--- src/rtl/wb_pkg.sv ---
// Shared Wishbone definitions for the burst traffic generator: cycle/burst
// type encodings, the sequencer state enum and the test data pattern.
package wb_pkg;

   localparam logic [2:0] CTI_CLASSIC = 3'b000;
   localparam logic [2:0] CTI_INC     = 3'b010;
   localparam logic [2:0] CTI_EOB     = 3'b111;

   localparam logic [1:0] BTE_LINEAR  = 2'b00;
   localparam logic [1:0] BTE_WRAP4   = 2'b01;
   localparam logic [1:0] BTE_WRAP8   = 2'b10;
   localparam logic [1:0] BTE_WRAP16  = 2'b11;

   typedef enum logic [2:0] {
      ST_IDLE     = 3'd0,
      ST_WR_BURST = 3'd1,
      ST_WR_GAP   = 3'd2,
      ST_RD_BURST = 3'd3,
      ST_RD_GAP   = 3'd4,
      ST_DONE     = 3'd5
   } state_t;

   // Address in the upper half, its complement in the lower half: aliasing and stuck bits both show up.
   function automatic logic [31:0] pat(input logic [29:0] a);
      return {a[15:0], ~a[15:0]};
   endfunction

endpackage

--- src/rtl/wb_pattern_chk.sv ---
// Read-data checker: expected pattern generation, saturating mismatch counter
// and capture of the first failing word address.
module wb_pattern_chk
   import wb_pkg::*;
(
   input  logic        i_clk,
   input  logic        i_rst,
   input  logic        i_clr,
   input  logic        i_en,
   input  logic [29:0] i_adr,
   input  logic [31:0] i_dat,
   output logic        o_error,
   output logic [15:0] o_err_cnt,
   output logic [29:0] o_first_err_adr
);

   logic [31:0] w_exp;
   logic        w_mis;
   logic        r_error;
   logic [15:0] r_err_cnt;
   logic [29:0] r_first_err_adr;

   // Expected data and mismatch detect for the beat being acknowledged
   always_comb begin
      w_exp = pat(i_adr);
      w_mis = i_en & (i_dat != w_exp);
   end

   // Sticky error, saturating count, first-failure address
   always_ff @(posedge i_clk) begin
      if (i_rst || i_clr) begin
         r_error         <= 1'b0;
         r_err_cnt       <= 16'h0000;
         r_first_err_adr <= 30'h0;
      end else if (w_mis) begin
         r_error <= 1'b1;
         if (r_err_cnt != 16'hffff) begin
            r_err_cnt <= r_err_cnt + 16'h0001;
         end
         if (r_err_cnt == 16'h0000) begin
            r_first_err_adr <= i_adr;
         end
      end
   end

   assign o_error         = r_error;
   assign o_err_cnt       = r_err_cnt;
   assign o_first_err_adr = r_first_err_adr;

endmodule

--- src/rtl/wb_burst_traffic_gen.sv ---
// Wishbone B3 burst master: writes pat(a) over a region with linear bursts,
// reads it back and checks it. All bus outputs come straight from registers.
module wb_burst_traffic_gen
   import wb_pkg::*;
#(
   parameter logic [29:0] BASE_ADR  = 30'h0,
   parameter int          BURST_LEN = 4,
   parameter int          NR_BURSTS = 64
) (
   input  logic        wb_clk,
   input  logic        wb_rst,
   input  logic        start,
   output logic [29:0] wbm_adr_o,
   output logic [31:0] wbm_dat_o,
   output logic [3:0]  wbm_sel_o,
   output logic [2:0]  wbm_cti_o,
   output logic [1:0]  wbm_bte_o,
   output logic        wbm_we_o,
   output logic        wbm_cyc_o,
   output logic        wbm_stb_o,
   input  logic [31:0] wbm_dat_i,
   input  logic        wbm_ack_i,
   output logic        busy,
   output logic        done,
   output logic        error,
   output logic [15:0] err_cnt,
   output logic [29:0] first_err_adr
);

   localparam int           BW         = $clog2(NR_BURSTS + 1);
   localparam logic [4:0]    LAST_BEAT  = 5'(BURST_LEN - 1);
   localparam logic [BW-1:0] ALL_BURSTS = BW'(NR_BURSTS);

   state_t        r_state, w_state_nxt;
   logic [29:0]   r_adr, w_adr_nxt;
   logic [31:0]   r_dat, w_dat_nxt;
   logic [3:0]    r_sel, w_sel_nxt;
   logic [2:0]    r_cti, w_cti_nxt;
   logic          r_we, w_we_nxt;
   logic          r_cyc, w_cyc_nxt;
   logic          r_stb, w_stb_nxt;
   logic [4:0]    r_beat, w_beat_nxt;
   logic [BW-1:0] r_burst, w_burst_nxt;
   logic          r_busy, w_busy_nxt;
   logic          r_done, w_done_nxt;
   logic          w_ack;
   logic          w_start_ok;
   logic          w_chk_en;

   // Next-state and next-output logic; everything holds unless a branch changes it
   always_comb begin
      w_state_nxt = r_state;
      w_adr_nxt   = r_adr;
      w_dat_nxt   = r_dat;
      w_cti_nxt   = r_cti;
      w_we_nxt    = r_we;
      w_cyc_nxt   = r_cyc;
      w_stb_nxt   = r_stb;
      w_beat_nxt  = r_beat;
      w_burst_nxt = r_burst;
      w_busy_nxt  = r_busy;
      w_done_nxt  = r_done;
      w_ack       = wbm_ack_i & r_cyc & r_stb;
      w_start_ok  = start & ((r_state == ST_IDLE) | (r_state == ST_DONE));
      w_chk_en    = w_ack & (r_state == ST_RD_BURST);

      case (r_state)
         ST_IDLE, ST_DONE: begin
            if (w_start_ok) begin
               w_state_nxt = ST_WR_BURST;
               w_adr_nxt   = BASE_ADR;
               w_dat_nxt   = pat(BASE_ADR);
               w_cti_nxt   = CTI_INC;
               w_we_nxt    = 1'b1;
               w_cyc_nxt   = 1'b1;
               w_stb_nxt   = 1'b1;
               w_beat_nxt  = 5'd0;
               w_burst_nxt = '0;
               w_busy_nxt  = 1'b1;
               w_done_nxt  = 1'b0;
            end else begin
               w_state_nxt = r_state;
            end
         end
         ST_WR_BURST, ST_RD_BURST: begin
            if (w_ack && (r_beat == LAST_BEAT)) begin
               w_state_nxt = (r_state == ST_WR_BURST) ? ST_WR_GAP : ST_RD_GAP;
               w_adr_nxt   = r_adr + 30'd1;
               w_dat_nxt   = 32'h0;
               w_cti_nxt   = CTI_CLASSIC;
               w_we_nxt    = 1'b0;
               w_cyc_nxt   = 1'b0;
               w_stb_nxt   = 1'b0;
               w_beat_nxt  = 5'd0;
               w_burst_nxt = r_burst + 1'b1;
            end else if (w_ack) begin
               w_adr_nxt   = r_adr + 30'd1;
               w_dat_nxt   = r_we ? pat(r_adr + 30'd1) : 32'h0;
               w_beat_nxt  = r_beat + 5'd1;
               w_cti_nxt   = ((r_beat + 5'd1) == LAST_BEAT) ? CTI_EOB : CTI_INC;
            end else begin
               w_state_nxt = r_state;
            end
         end
         ST_WR_GAP: begin
            w_cyc_nxt  = 1'b1;
            w_stb_nxt  = 1'b1;
            w_cti_nxt  = CTI_INC;
            w_beat_nxt = 5'd0;
            if (r_burst == ALL_BURSTS) begin
               w_state_nxt = ST_RD_BURST;
               w_adr_nxt   = BASE_ADR;
               w_burst_nxt = '0;
               w_we_nxt    = 1'b0;
               w_dat_nxt   = 32'h0;
            end else begin
               w_state_nxt = ST_WR_BURST;
               w_we_nxt    = 1'b1;
               w_dat_nxt   = pat(r_adr);
            end
         end
         ST_RD_GAP: begin
            if (r_burst == ALL_BURSTS) begin
               w_state_nxt = ST_DONE;
               w_busy_nxt  = 1'b0;
               w_done_nxt  = 1'b1;
            end else begin
               w_state_nxt = ST_RD_BURST;
               w_cyc_nxt   = 1'b1;
               w_stb_nxt   = 1'b1;
               w_cti_nxt   = CTI_INC;
               w_beat_nxt  = 5'd0;
            end
         end
         default: begin
            w_state_nxt = ST_IDLE;
            w_cyc_nxt   = 1'b0;
            w_stb_nxt   = 1'b0;
            w_we_nxt    = 1'b0;
            w_dat_nxt   = 32'h0;
            w_cti_nxt   = CTI_CLASSIC;
            w_busy_nxt  = 1'b0;
         end
      endcase

      if (w_stb_nxt) begin
         w_sel_nxt = 4'hf;
      end else begin
         w_sel_nxt = 4'h0;
      end
   end

   // State, counters and bus output registers
   always_ff @(posedge wb_clk) begin
      if (wb_rst) begin
         r_state <= ST_IDLE;
         r_adr   <= 30'h0;
         r_dat   <= 32'h0;
         r_sel   <= 4'h0;
         r_cti   <= CTI_CLASSIC;
         r_we    <= 1'b0;
         r_cyc   <= 1'b0;
         r_stb   <= 1'b0;
         r_beat  <= 5'd0;
         r_burst <= '0;
         r_busy  <= 1'b0;
         r_done  <= 1'b0;
      end else begin
         r_state <= w_state_nxt;
         r_adr   <= w_adr_nxt;
         r_dat   <= w_dat_nxt;
         r_sel   <= w_sel_nxt;
         r_cti   <= w_cti_nxt;
         r_we    <= w_we_nxt;
         r_cyc   <= w_cyc_nxt;
         r_stb   <= w_stb_nxt;
         r_beat  <= w_beat_nxt;
         r_burst <= w_burst_nxt;
         r_busy  <= w_busy_nxt;
         r_done  <= w_done_nxt;
      end
   end

   wb_pattern_chk u_chk (
      .i_clk           (wb_clk),
      .i_rst           (wb_rst),
      .i_clr           (w_start_ok),
      .i_en            (w_chk_en),
      .i_adr           (r_adr),
      .i_dat           (wbm_dat_i),
      .o_error         (error),
      .o_err_cnt       (err_cnt),
      .o_first_err_adr (first_err_adr)
   );

   assign wbm_adr_o = r_adr;
   assign wbm_dat_o = r_dat;
   assign wbm_sel_o = r_sel;
   assign wbm_cti_o = r_cti;
   assign wbm_bte_o = BTE_LINEAR;
   assign wbm_we_o  = r_we;
   assign wbm_cyc_o = r_cyc;
   assign wbm_stb_o = r_stb;
   assign busy      = r_busy;
   assign done      = r_done;

endmodule

--- config.mk ---
export PLATFORM = sky130hd
export DESIGN_NAME = wb_burst_traffic_gen
export DESIGN_NICKNAME = d
export VERILOG_FILES = /design/src/rtl/wb_pkg.sv /design/src/rtl/wb_pattern_chk.sv /design/src/rtl/wb_burst_traffic_gen.sv
export SDC_FILE = /design/constraint.sdc
export NUM_CORES = 1
export LEC_CHECK = 0
export ABC_CLOCK_PERIOD_IN_PS = 3250
export CAP_MARGIN = 20
export CORE_MARGIN = 10
export CORE_UTILIZATION = 50
export CTS_CLUSTER_DIAMETER = 40
export DETAILED_ROUTE_END_ITERATION = 10
export PLACE_DENSITY_LB_ADDON = 0.12
export SLEW_MARGIN = 20
export SYNTH_ARGS = -nofsm -noshare
export SYNTH_HDL_FRONTEND = slang
export SYNTH_HIERARCHICAL = 1
export SYNTH_SLANG_ARGS = --single-unit
--- constraint.sdc ---
create_clock -name wb_clk -period 3.25 [get_ports wb_clk]
set_input_delay 0.325 -clock wb_clk [delete_from_list [all_inputs] [get_ports wb_clk]]
set_output_delay 0.325 -clock wb_clk [all_outputs]
set_load 0.1 [all_outputs]
==> results.sh, run 1 <==
export IMPL_worstMarginPinSlew_ns=1.02
export IMPL_crit_type="reg2reg"
export IMPL_grt_overflow_total=0
export IMPL_antenna_found_initial=0
export IMPL_peakVddDrop_v=0.000356
export IMPL_yosysSeqAreaShare_pct=36.9
export IMPL_via_per_inst=6.01
export IMPL_synth_cells=854
export IMPL_endpoint_kind="flop"
export IMPL_netlist_area_sq_um=7120
export IMPL_clk_latency_ns=0.42
export IMPL_maxSlewHeadroom_pct=31.9
export IMPL_required_ns=3.54
export IMPL_fp_dieH_microns=139
export IMPL_fp_dieW_microns=139
export IMPL_postCtsSetupRepairBufs=0
export IMPL_maxCapViolCount=0
export IMPL_grt_max_degree=39
export IMPL_synthTopCellsByArea="dfxtp_1, a21oi_1, mux2i_1"
export IMPL_rows=43
export IMPL_grt_pass1_vias=6523
export IMPL_numCtsBuffers=17
export IMPL_tns_ns=0
export IMPL_grt_first_pass_wirelength_microns=34400
export IMPL_vias=7107
export IMPL_port_buffers=156
export IMPL_setup_viol=0
export IMPL_worstSetupStartpointType="flop"
export IMPL_synth_cell_types=71
export IMPL_fin_cells=1183
export IMPL_holdPathStages=2
export IMPL_rrSetupSlack_ns=0.59
export IMPL_finalCritPeriodShare_pct=81.8
export IMPL_dpl_hpwl_microns=15700
export IMPL_synth_compound_area_share_pct=21.6
export IMPL_worstPathArrival_ns=2.94
export IMPL_rsz0062_at_grt="false"
export IMPL_yosys_register_bits=131
export IMPL_drtIter0Drc=587
export IMPL_root_buffer="clkbuf_16"
export IMPL_cp_startpoint="wbm_adr_o[0]$_SDFFE_PP0P_"
export IMPL_cts_sinks=131
export IMPL_ant_nets=0
export IMPL_wirelength_microns=21400
export IMPL_clkTransAtPathRegs_ns=0.05
export IMPL_period_minus_slack_ns=2.66
export IMPL_crit_path_top_delay_cell="dfxtp_1"
export IMPL_async_flop_share_pct=0
export IMPL_coreArea_sq_um=13900
export IMPL_worstReg2RegStart="wbm_adr_o[0]$_SDFFE_PP0P_"
export IMPL_p_leak_uw=0.00343
export IMPL_synth_edf_count=0
export IMPL_synthMuxAreaShare_pct=5.24
export IMPL_synthXorXnorAreaFrac_pct=4.31
export IMPL_ios=159
export IMPL_postLayoutCellArea_sq_um=9310
export IMPL_cts_htree_levels=4
export IMPL_cts_tree="done"
export IMPL_yosysTopAreaCellShare_pct=36.9
export IMPL_pwr_density_cell_nw_per_um2=472
export IMPL_hold_class="reg2reg"
export IMPL_cts_resized=0
export IMPL_yosysWarnings=6
export IMPL_fin_nets=1036
export IMPL_reg2regPathDepth=7
export IMPL_wl_per_cell_microns=18.1
export IMPL_cpPeakStageDelay_ns=0.69
export IMPL_path_max_fanout=11
export IMPL_syn2layout_area_growth_pct=30.8
export IMPL_drive_above_1_share_pct=9.97
export IMPL_crit_chain="xor2_1 > nand4_1 > or4_1 > o211ai_1 > buf_4 > mux2i_1 > nor2_1"
export IMPL_finClkSkew_ns=0.00692
export IMPL_drv_slew=0
export IMPL_drt_pass1_iterations=5
export IMPL_synthAdderAreaFrac_pct=1.37
export IMPL_syn_area_per_cell_sq_um=8.33
export IMPL_r2r_end="u_chk/o_first_err_adr[3]$_SDFFE_PP0P_"
export IMPL_fmax_mhz=376
export IMPL_diodes=0
export IMPL_status="finished clean"
export IMPL_post_dp_cell_area_sq_um=8780
export IMPL_grt_usage_pct=21.1
export IMPL_min_to="u_chk/o_error$_SDFFE_PP0P_"
export IMPL_die_area_sq_um=19400
export IMPL_synth_top_family_by_area="simple AND/OR/NAND/NOR gates"
export IMPL_start_util_pct=51.1
export IMPL_finalHoldViolCount=0
export IMPL_synth_top_cell_by_area="dfxtp_1"
export IMPL_hp_start="u_chk/o_error$_SDFFE_PP0P_"
export IMPL_holdBufCountCts=0
export IMPL_route_detailed_drc=0
export IMPL_place_gp_congestion=0.943
export IMPL_clk_path_buf_depth=2
export IMPL_synth_ff_type="dfxtp_1"
export IMPL_dp_cells=1154
export IMPL_synth_simple_gate_area_share_pct=24.9
critical path: cells and delay by family (launching register included):
family,cells,cell delay [ns]
simple gates,3,0.77
mux,1,0.20
xor+xnor,1,0.26
flops,1,0.69
compound gates,1,0.33
buf+inv,1,0.28
layout by cell type, fill, tap and decap left out, drive strengths merged, types with 7 or more instances in the layout:
| cell type | count |
|---|---|
| or4b | 9 |
| buf | 50 |
| or4 | 15 |
| a21oi | 80 |
| nand2 | 47 |
| nand4 | 30 |
| nand2b | 9 |
| mux2i | 35 |
| and3 | 14 |
| inv | 24 |
| o21ai | 53 |
| a211oi | 16 |
| nor3 | 32 |
| nor2 | 60 |
| nand3 | 31 |
| clkbuf | 23 |
| xnor2 | 20 |
| ha | 7 |
| xor2 | 15 |
| dfxtp | 131 |
| a22o | 12 |
| nor4 | 9 |
| or3 | 32 |
| o211ai | 10 |
| clkdlybuf4s50 | 135 |
| o31ai | 7 |
cell usage after synthesis (13+ instances only):
master / count
or3_1: 32
and3_1: 14
xor2_1: 15
nand2_1: 47
or4_1: 14
mux2i_1: 35
clkbuf_1: 39
o21ai_1: 13
a211oi_1: 16
a21oi_1: 70
nor2_1: 60
dfxtp_1: 131
o21ai_0: 39
nand4_1: 30
nand3_1: 31
xnor2_1: 20
nor3_1: 32
inv_1: 24
logic make-up (layout without fill, tap and decap cells):
group           Yosys count  after routing
simple gates            319            319
compound gates          233            233
flops                   131            131
buf+inv                  90            238
mux                      37             37
xor+xnor                 35             35
fa+ha+maj                 8              8
other cells               1              2
report_power, final:
part,switching [uW],internal [uW]
clock network,664,1070
registers,48.3,1660
logic,691,265
total,1400,2990
worst max-delay path by stage:
stage,endpoint,depth (start not counted)
4_1_cts,u_chk/o_first_err_adr[3]$_SDFFE_PP0P_,7
3_5_place_dp,u_chk/o_err_cnt[10]$_SDFFE_PP0P_,6
2_1_floorplan,u_chk/o_err_cnt[10]$_SDFFE_PP0P_,7
6_report,u_chk/o_first_err_adr[3]$_SDFFE_PP0P_,7
5_1_grt,u_chk/o_err_cnt[10]$_SDFFE_PP0P_,5
3_3_place_gp,u_chk/o_err_cnt[10]$_SDFFE_PP0P_,6
stage by stage:
step	setup slack [ns]	hold WS (ns)	utilization, %	total power [uW]
2_1_floorplan	0.215	0.480	-	2440
3_3_place_gp	0.474	0.450	63.0	2690
3_5_place_dp	0.414	0.446	63.0	2690
4_1_cts	0.610	0.454	66.8	4420
5_1_grt	0.446	0.479	66.8	4560
6_report	0.593	0.451	66.8	4400
layer usage:
| metal | track usage, % | vias up | part of all wire, % |
|---|---|---|---|
| met1 | 27.8 | 3364 | 45 |
| met2 | 32.5 | 261 | 45 |
| li1 | - | 3453 | - |
| met3 | 5.68 | 29 | 8.8 |
| met4 | 7.03 | 0 | 1.6 |
| met5 | 0 | - | 0 |
sequential cells by signal, summed over array words and instances (netlist names):
signal	count
wbm_dat_o	32
u_chk/o_first_err_adr	30
wbm_adr_o	30
u_chk/o_err_cnt	16
r_burst	7
r_beat	5
r_state	3
wbm_cti_o	2
busy	1
done	1
u_chk/o_error	1
wbm_cyc_o	1
wbm_sel_o	1
wbm_we_o	1
layout make-up:
cell class | count | area (sq um)
clock buffers | 23 | 468
clock inverters | 6 | 57.6
fillers | 1157 | 4620
inverters | 24 | 90.1
multi-input cells | 634 | 4100
flip-flops and latches | 131 | 2620
well taps | 180 | 225
repair buffers | 185 | 1750
(Power assumes the default switching activity.)
==> inputs of run 2 (changes only) <==
Settings changed: ABC_CLOCK_PERIOD_IN_PS 3250 to 2300, CORE_UTILIZATION 50 to 46.
Clock period 3.25 ns to 2.3 ns, I/O delays scaled along.
==> run 2 against run 1 <==
Against the previous run:
- hold slack worse by 0.0030 ns
- clock-buffer cell count down 4
- maximum frequency increased by 18%
- combinational power rose by 53%
- highest routed layer unchanged
- largest power group unchanged
- critical path type unchanged
- total power is 44% higher
- flip-flop and latch count unchanged
==> results.sh, run 2 (same netlist as run 1, synthesis figures left out) <==
export IMPL_fin_nets=1104
export IMPL_vias=7309
export IMPL_diodes=0
export IMPL_root_buffer="clkbuf_16"
export IMPL_worstReg2RegStart="wbm_adr_o[1]$_SDFFE_PP0P_"
export IMPL_postLayoutCellArea_sq_um=9950
export IMPL_finalCritPeriodShare_pct=97.9
export IMPL_hold_class="reg2reg"
export IMPL_clkTransAtPathRegs_ns=0.06
export IMPL_route_detailed_drc=0
export IMPL_clk_latency_ns=0.42
export IMPL_grt_first_pass_wirelength_microns=35800
export IMPL_status="finished clean"
export IMPL_pwr_density_cell_nw_per_um2=637
export IMPL_place_gp_congestion=0.930
export IMPL_path_max_fanout=12
export IMPL_clk_path_buf_depth=2
export IMPL_utilization_pct=65.5
export IMPL_grt_overflow_total=0
export IMPL_crit_chain="xor2_2 > nand4_1 > or4_1 > o211ai_1 > buf_4 > buf_12 > mux2i_2 > nor2_1"
export IMPL_critPathBufInv=2
export IMPL_dpl_hpwl_microns=17000
export IMPL_cts_sinks=131
export IMPL_holdPathStages=2
export IMPL_wl_per_cell_microns=18.4
export IMPL_setup_viol=0
export IMPL_peakVddDrop_v=0.000535
export IMPL_period_minus_slack_ns=2.25
export IMPL_required_ns=2.61
export IMPL_largest_reg_flops=32
export IMPL_crit_type="reg2reg"
export IMPL_numCtsBuffers=17
export IMPL_cpPeakStageDelay_ns=0.56
export IMPL_worstSetupStartpointType="flop"
export IMPL_critical_path_top_delay_family="simple AND/OR/NAND/NOR gates"
export IMPL_hp_start="u_chk/o_error$_SDFFE_PP0P_"
export IMPL_finalHoldViolCount=0
export IMPL_coreArea_sq_um=15200
export IMPL_rows=45
export IMPL_maxCapViolCount=0
export IMPL_cts_tree="done"
export IMPL_worst_slack_ns=0.0484
export IMPL_grt_max_degree=33
export IMPL_final_cell_mix="buf_4, dfxtp_1, a21oi_1"
export IMPL_grt_usage_pct=21.5
export IMPL_grt_pass1_vias=6837
export IMPL_p_leak_uw=0.00405
export IMPL_ios=159
export IMPL_antenna_found_initial=0
export IMPL_drive_above_1_share_pct=31.5
export IMPL_port_buffers=156
export IMPL_drtIter0Drc=486
export IMPL_reg2regPathDepth=8
export IMPL_via_per_inst=5.79
export IMPL_path_depth=8
export IMPL_fp_dieH_microns=144
export IMPL_endpoint_kind="flop"
export IMPL_fmax_mhz=444
export IMPL_die_area_sq_um=20800
export IMPL_dp_slack_ns=-0.372
export IMPL_crit_path_top_delay_cell="or4_1"
export IMPL_syn2layout_area_growth_pct=39.9
export IMPL_cts_htree_levels=4
export IMPL_fp_dieW_microns=144
export IMPL_worstPathArrival_ns=2.56
export IMPL_finClkSkew_ns=0.00668
export IMPL_wirelength_microns=23200
export IMPL_drv_slew=0
export IMPL_cp_startpoint="wbm_adr_o[1]$_SDFFE_PP0P_"
export IMPL_ant_nets=0
export IMPL_start_util_pct=46.8
export IMPL_final_common_cell="buf_4"
export IMPL_post_dp_cell_area_sq_um=9230
export IMPL_drt_pass1_iterations=5
-- run 2: cell types whose count changed in the layout (fill, tap and decap cells not counted), moves of 5 or more --
cell / change
buf_4: +159
buf_12: +6
dfxtp_4: +22
clkdlybuf4s50_1: -100
xor2_2: +5
xnor2_2: +7
xnor2_1: -7
dfxtp_1: -44
xor2_1: -6
dfxtp_2: +22
-- run 2: layout make-up --
type / count / area [sq um]
Clock buffer: 19 / 464
Sequential cell: 131 / 2730
Inverter: 24 / 90.1
Fill cell: 1328 / 5250
Clock inverter: 13 / 83.8
Multi-Input combinational cell: 634 / 4240
Tap cell: 188 / 235
Timing Repair Buffer: 253 / 2110
-- run 2: worst reg2reg max path, delay by kind of cell, from the launching register on --
family / cells / cell delay [ns]
buffers and inverters: 2 / 0.37
AO/OA/AOI/OAI: 1 / 0.20
multiplexers: 1 / 0.23
XOR/XNOR: 1 / 0.18
flip-flops: 1 / 0.42
AND/OR/NAND/NOR: 3 / 0.72
-- run 2: path summary, 6_finish.rpt --
| kind | end | slack (ns) |
|---|---|---|
| worst max register to register | u_chk/o_first_err_adr[14]$_SDFFE_PP0P_ | 0.05 |
| worst min-delay path | u_chk/o_error$_SDFFE_PP0P_ | 0.45 |
| worst min register to register | u_chk/o_error$_SDFFE_PP0P_ | 0.45 |
| worst max-delay path | u_chk/o_first_err_adr[14]$_SDFFE_PP0P_ | 0.05 |
-- run 2: per-stage QoR --
stage | instances | setup TNS (ns) | hold slack, ns | total power, uW
CTS | 1259 | 0 | 0.454 | 6360
global placement | 1226 | -10.45 | 0.434 | 3860
global route | 1262 | -0.0594 | 0.475 | 6580
detailed placement | 1226 | -12.50 | 0.447 | 3870
finish | 1262 | 0 | 0.448 | 6340
floorplan | 855 | -0.0227 | 0.395 | 3430
-- run 2: repair_timing --
| item | CTS | global route |
|---|---|---|
| pin swaps | 1 | 1 |
| resized for setup | 0 | 23 |
| cloned | 0 | 1 |
| endpoints found under the setup margin | 30 | 51 |
| endpoints found under the hold margin | 0 | 0 |
| setup buffers | 1 | 2 |
| hold buffers | 0 | 0 |
-- run 2: per-layer routing --
| metal | share of wire, % | up-vias | track usage [%] |
|---|---|---|---|
| met5 | 0 | - | 0 |
| met4 | 0.85 | 0 | 5.32 |
| met3 | 8.0 | 20 | 5.48 |
| met2 | 46 | 237 | 34.3 |
| met1 | 45 | 3473 | 28.4 |
| li1 | - | 3579 | - |
-- run 2: report_power, final --
group | leakage [uW] | switching [uW] | internal (uW)
Sequential | 0.00109 | 63.6 | 2320
Combinational | 0.00271 | 1020 | 446
Clock | 0.000253 | 1040 | 1460
==> inputs of run 3 (changes only) <==
Settings changed: ABC_CLOCK_PERIOD_IN_PS 2300 to unset, PLACE_DENSITY set to 0.77, PLACE_DENSITY_LB_ADDON 0.12 to unset, REMOVE_ABC_BUFFERS set to 1.
==> run 3 against run 2 <==
Against the previous run:
- clock-buffer cell count increased by 2
- first-iteration DRC count rose by 33%
- the flow now finishes with violations (setup timing)
- largest power group unchanged
- utilization down 0.81 points
- hold slack gained 0.017 ns
==> results.sh, run 3 (same netlist as run 1, synthesis figures left out) <==
export IMPL_status="finished with violations"
export IMPL_failed_checks="setup timing"
export IMPL_setup_viol=29
export IMPL_cts_sinks=131
export IMPL_largest_reg_flops=32
export IMPL_p_leak_uw=0.00403
export IMPL_fp_dieW_microns=144
export IMPL_met2_length_microns=11000
export IMPL_pwr_density_cell_nw_per_um2=677
export IMPL_rsz0062_at_grt="true"
export IMPL_utilization_pct=64.7
export IMPL_grt_overflow_total=0
export IMPL_clkTransAtPathRegs_ns=0.06
export IMPL_worstPathArrival_ns=2.68
export IMPL_period_minus_slack_ns=2.37
export IMPL_grt_first_pass_wirelength_microns=35600
export IMPL_wirelength_microns=23200
export IMPL_finalPower_uw=6660
export IMPL_endpoint_kind="flop"
export IMPL_crit_path_top_delay_cell="or4_1"
export IMPL_fin_cells=1257
export IMPL_vias=7397
export IMPL_worst_slack_ns=-0.0723
export IMPL_final_common_cell="buf_4"
export IMPL_wl_met1_microns=9690
export IMPL_required_ns=2.61
export IMPL_finalHoldViolCount=0
export IMPL_holdBufCountCts=0
export IMPL_via_per_inst=5.88
export IMPL_ios=159
export IMPL_critPathBufInv=2
export IMPL_clk_latency_ns=0.43
export IMPL_drtIter0Drc=644
export IMPL_final_cell_mix="buf_4, dfxtp_1, a21oi_1"
export IMPL_critical_path_top_delay_family="simple AND/OR/NAND/NOR gates"
export IMPL_fin_nets=1099
export IMPL_drive_above_1_share_pct=28.1
export IMPL_dp_cells=1224
export IMPL_num_fill_cells=1271
export IMPL_rows=45
export IMPL_finalCritPeriodShare_pct=103
export IMPL_met3_length_microns=2150
export IMPL_fp_dieH_microns=144
export IMPL_crit_chain="nor3b_1 > o211ai_1 > or4_1 > o211ai_1 > buf_4 > buf_12 > mux2i_1 > nor2_1"
export IMPL_postLayoutCellArea_sq_um=9830
export IMPL_grt_pass1_vias=6932
export IMPL_root_buffer="clkbuf_16"
export IMPL_syn2layout_area_growth_pct=38.2
export IMPL_die_area_sq_um=20800
export IMPL_clk_path_buf_depth=2
export IMPL_coreArea_sq_um=15200
export IMPL_cts_tree="done"
export IMPL_worstSetupStartpointType="flop"
export IMPL_post_dp_cell_area_sq_um=9050
export IMPL_dpl_hpwl_microns=16900
export IMPL_port_buffers=156
export IMPL_maxCapViolCount=0
export IMPL_antenna_found_initial=0
export IMPL_path_max_fanout=17
export IMPL_wl_per_cell_microns=18.4
export IMPL_place_gp_congestion=0.919
export IMPL_finClkSkew_ns=0.00794
export IMPL_cpPeakStageDelay_ns=0.49
export IMPL_numCtsBuffers=17
export IMPL_cts_htree_levels=4
export IMPL_cp_common_cell="o211ai_1"
export IMPL_hold_class="reg2reg"
export IMPL_peakVddDrop_v=0.000575
export IMPL_crit_type="reg2reg"
export IMPL_start_util_pct=46.8
export IMPL_diodes=0
export IMPL_drt_pass1_iterations=8
export IMPL_grt_usage_pct=21.2
export IMPL_grt_max_degree=46
export IMPL_fmax_mhz=422
export IMPL_ant_nets=0
export IMPL_tns_ns=-1.55
export IMPL_routed_top_layer="met4"
export IMPL_drv_slew=0
export IMPL_route_detailed_drc=0
==> run 3: cell count changes in the layout (fill, tap and decap cells not counted), sizes merged <==
cell / previous run / this run
clkinv: 7 / 4
buf: 217 / 213
clkbuf: 20 / 21
bufinv: 0 / 3
clkinvlp: 5 / 3
==> run 3: area by class of cell <==
class                   instances  area (sq um)  share of cell area, %
clock inverters                11           153                   1.55
clock buffers                  21           460                   4.68
flip-flops and latches        131          2650                   26.9
well taps                     188           235                   2.39
repair buffers                248          2030                   20.7
inverters                      24          90.1                  0.916
multi-input cells             634          4220                   42.9
==> run 3: final timing paths <==
kind	start	slack [ns]	end	cells past startpoint
setup / recovery	wbm_adr_o[3]$_SDFFE_PP0P_	-0.07	u_chk/o_first_err_adr[23]$_SDFFE_PP0P_	8
hold / removal	wbm_cti_o[1]$_SDFFE_PP0P_	0.46	wbm_cti_o[1]$_SDFFE_PP0P_	2
setup reg to reg	wbm_adr_o[3]$_SDFFE_PP0P_	-0.07	u_chk/o_first_err_adr[23]$_SDFFE_PP0P_	8
hold reg to reg	wbm_cti_o[1]$_SDFFE_PP0P_	0.46	wbm_cti_o[1]$_SDFFE_PP0P_	2
==> run 3: through the flow <==
step / hold WS, ns / worst slack (ns)
finish: 0.465 / -0.0723
CTS: 0.460 / 0.0195
detailed placement: 0.446 / -0.241
global route: 0.473 / -0.108
global placement: 0.447 / -0.222
floorplan: 0.299 / -3.90
==> run 3: per-layer routing <==
layer  vias to the layer above  track usage (%)
li1                       3571                -
met1                      3491             26.4
met2                       301             34.2
met3                        34             6.49
met4                         0             6.76
met5                         -                0
==> run 3: report_power, final <==
part | internal (uW) | switching (uW) | total (uW) | leakage (uW)
Sequential | 2340 | 57.8 | 2400 | 0.00107
Combinational | 424 | 1020 | 1440 | 0.00267
Clock | 1770 | 1050 | 2820 | 0.000290
Total | 4530 | 2130 | 6660 | 0.00403
==> run 3: repair_timing <==
action,CTS,global route
endpoints found under the setup margin,10,77
pin swaps,0,4
buffers inserted,0,1
gates resized for setup,3,37
==> run 3: worst min-delay path: cells and delay by family, from the launching register on <==
kind | cells | cell delay, ns
buf+inv | 1 | 0.05
compound gates | 1 | 0.06
flops | 1 | 0.31
==> patch, RTL diff (settings of run 2) <==
Change the parameter `NR_BURSTS` from 64 to 32.
--- a/src/rtl/wb_burst_traffic_gen.sv
+++ b/src/rtl/wb_burst_traffic_gen.sv
@@ -6,5 +6,5 @@
    parameter logic [29:0] BASE_ADR  = 30'h0,
    parameter int          BURST_LEN = 4,
-   parameter int          NR_BURSTS = 64
+   parameter int          NR_BURSTS = 32
 ) (
    input  logic        wb_clk,
Check against the original RTL: no difference found for any inputs over 10 cycles, from zero or initial values and one cycle with wb_rst high; that may be too few to reach the edited logic, so the function may still have changed.
==> patch against run 2 <==
- the flow now finishes with violations (setup timing)
- die area grew 1.6%
- via count decreased by 1.3%
- clock skew increased by 3.2 ps
- worst setup slack got worse by 130 ps
- synthesized area rose by 1.8%
- routed wire length grew 2.1%
- count of clock-buffer cells in the layout increased by 8
- largest cell class unchanged
- final area rose by 1.4%
- critical path type unchanged
- sequential cell count is 1 lower
- critical path depth unchanged
- total power increased by 0.58%
==> patch: results (changes against run 2) <==
| Metric | Value |
|---|---|
| Failing checks | setup timing |
| Leakage | 4.06 nW (was 4.05 nW) |
| Setup Viol. Count Final | 23 (was 0) |
| DRT iter0 DRCs | 452 (was 486) |
| Yosys cell types | 77 (was 71) |
| Worst-path maximum fanout | 8 (was 12) |
| Placed insts | 1209 (was 1226) |
| Ratio of cells with drive above 1 in the final layout | 33.7% (was 31.5%) |
| Vias | 7212 (was 7309) |
| Pin count of the biggest net entering global routing | 42 (was 33) |
| Clock skew | 9.85 ps (was 6.68 ps) |
| Sequential element share of the synthesized area | 35.9% (was 36.9%) |
| Int Power | 4.35 mW (was 4.22 mW) |
| DR WL/cell | 18.9 microns (was 18.4 microns) |
| Post-synthesis mux area share | 5.13% (was 5.24%) |
| Initial antenna violation count | 0 (unchanged) |
| First-pass GRT wire length | 37.7 mm (was 35.8 mm) |
| Post-Synth XOR/XNOR Area | 7.13% (was 4.31%) |
| Syn Inst Count | 838 (was 854) |
| Largest stage delay on the critical path | 510 ps (was 560 ps) |
| Number of global-route vias before repair | 7014 (was 6837) |
| Synth Area in Adders | 1.21% (was 1.37%) |
| Synth area leaders | dfxtp_1, xnor2_1, mux2i_1 (was dfxtp_1, a21oi_1, mux2i_1) |
| Status | complete, but fails checks (was complete, no violations) |
| Tcrit/Tclk final | 103% (was 97.9%) |
| Complex-gate fraction of the synthesized area | 22.0% (was 21.6%) |
| Critical Path AT | 2660 ps (was 2560 ps) |
| Peak supply drop | 0.000509 V (was 0.000535 V) |
| PnR worst setup slack | -80.5 ps (was 48.4 ps) |
| Final TNS setup | -976 ps (was 0 ps) |
| Total GRT Usage | 21.4% (was 21.5%) |
| Synth top cells by count | dfxtp_1, nor2_1, a21oi_1, xnor2_1, nand2_1 (was dfxtp_1, a21oi_1, nor2_1, nand2_1) |
| Root Buffer | clkbuf_16 (unchanged) |
| Gpl congestion | 1.04 (was 0.930) |
| Slowest cell on the critical path | or4_4 (was or4_1) |
[patch: changes by cell type after synthesis, sizes merged, moves of 7 or more]
cell,before,now
a211oi,16,7
nor2,60,85
nand2,47,40
a2111oi,0,11
a31oi,4,13
or3,32,18
nor3,32,18
o21ai,53,41
xnor2,20,44
buf,27,35
a21oi,80,69
[patch: layout make-up]
| type | count | area [sq um] |
|---|---|---|
| clock buffer | 27 | 536 |
| tap | 211 | 264 |
| clock inverter | 4 | 20.0 |
| timing repair buffer | 245 | 2030 |
| inverter | 21 | 78.8 |
| fill | 1277 | 5220 |
| sequential | 130 | 2710 |
| multi-input combinational | 616 | 4470 |
[patch: what timing repair did]
action / in CTS / in global routing
buffers inserted: 3 / 11
pin swaps: 4 / 9
cloned: 3 / 0
endpoints found under the setup margin: 30 / 71
resized for setup: 19 / 27
[patch: worst paths after layout]
kind	start	to
setup / recovery	wbm_adr_o[4]	u_chk/o_first_err_adr[9]
hold / removal	u_chk/o_error	u_chk/o_error
setup reg to reg	wbm_adr_o[4]	u_chk/o_first_err_adr[9]
hold reg to reg	u_chk/o_error	u_chk/o_error
[patch: per-layer routing]
layer	vias to the layer above	part of all wire [%]	GRT usage, %
li1	3447	-	-
met1	3465	44	26.7
met2	256	48	35.6
met3	44	5.3	4.44
met4	0	2.4	7.48
met5	-	0	0
[patch: per-stage QoR]
stage	worst slack, ps	cell area, sq um	utilization, %	power [mW]	hold slack, ps
2_1_floorplan	-21.9	7410	-	3.45	395
6_report	-80.5	10100	65.9	6.38	450
4_1_cts	-12.0	9900	64.6	6.37	455
5_1_grt	-127	10100	65.9	6.61	485
3_3_place_gp	-288	9140	59.7	3.83	436
3_5_place_dp	-402	9140	59.7	3.85	446
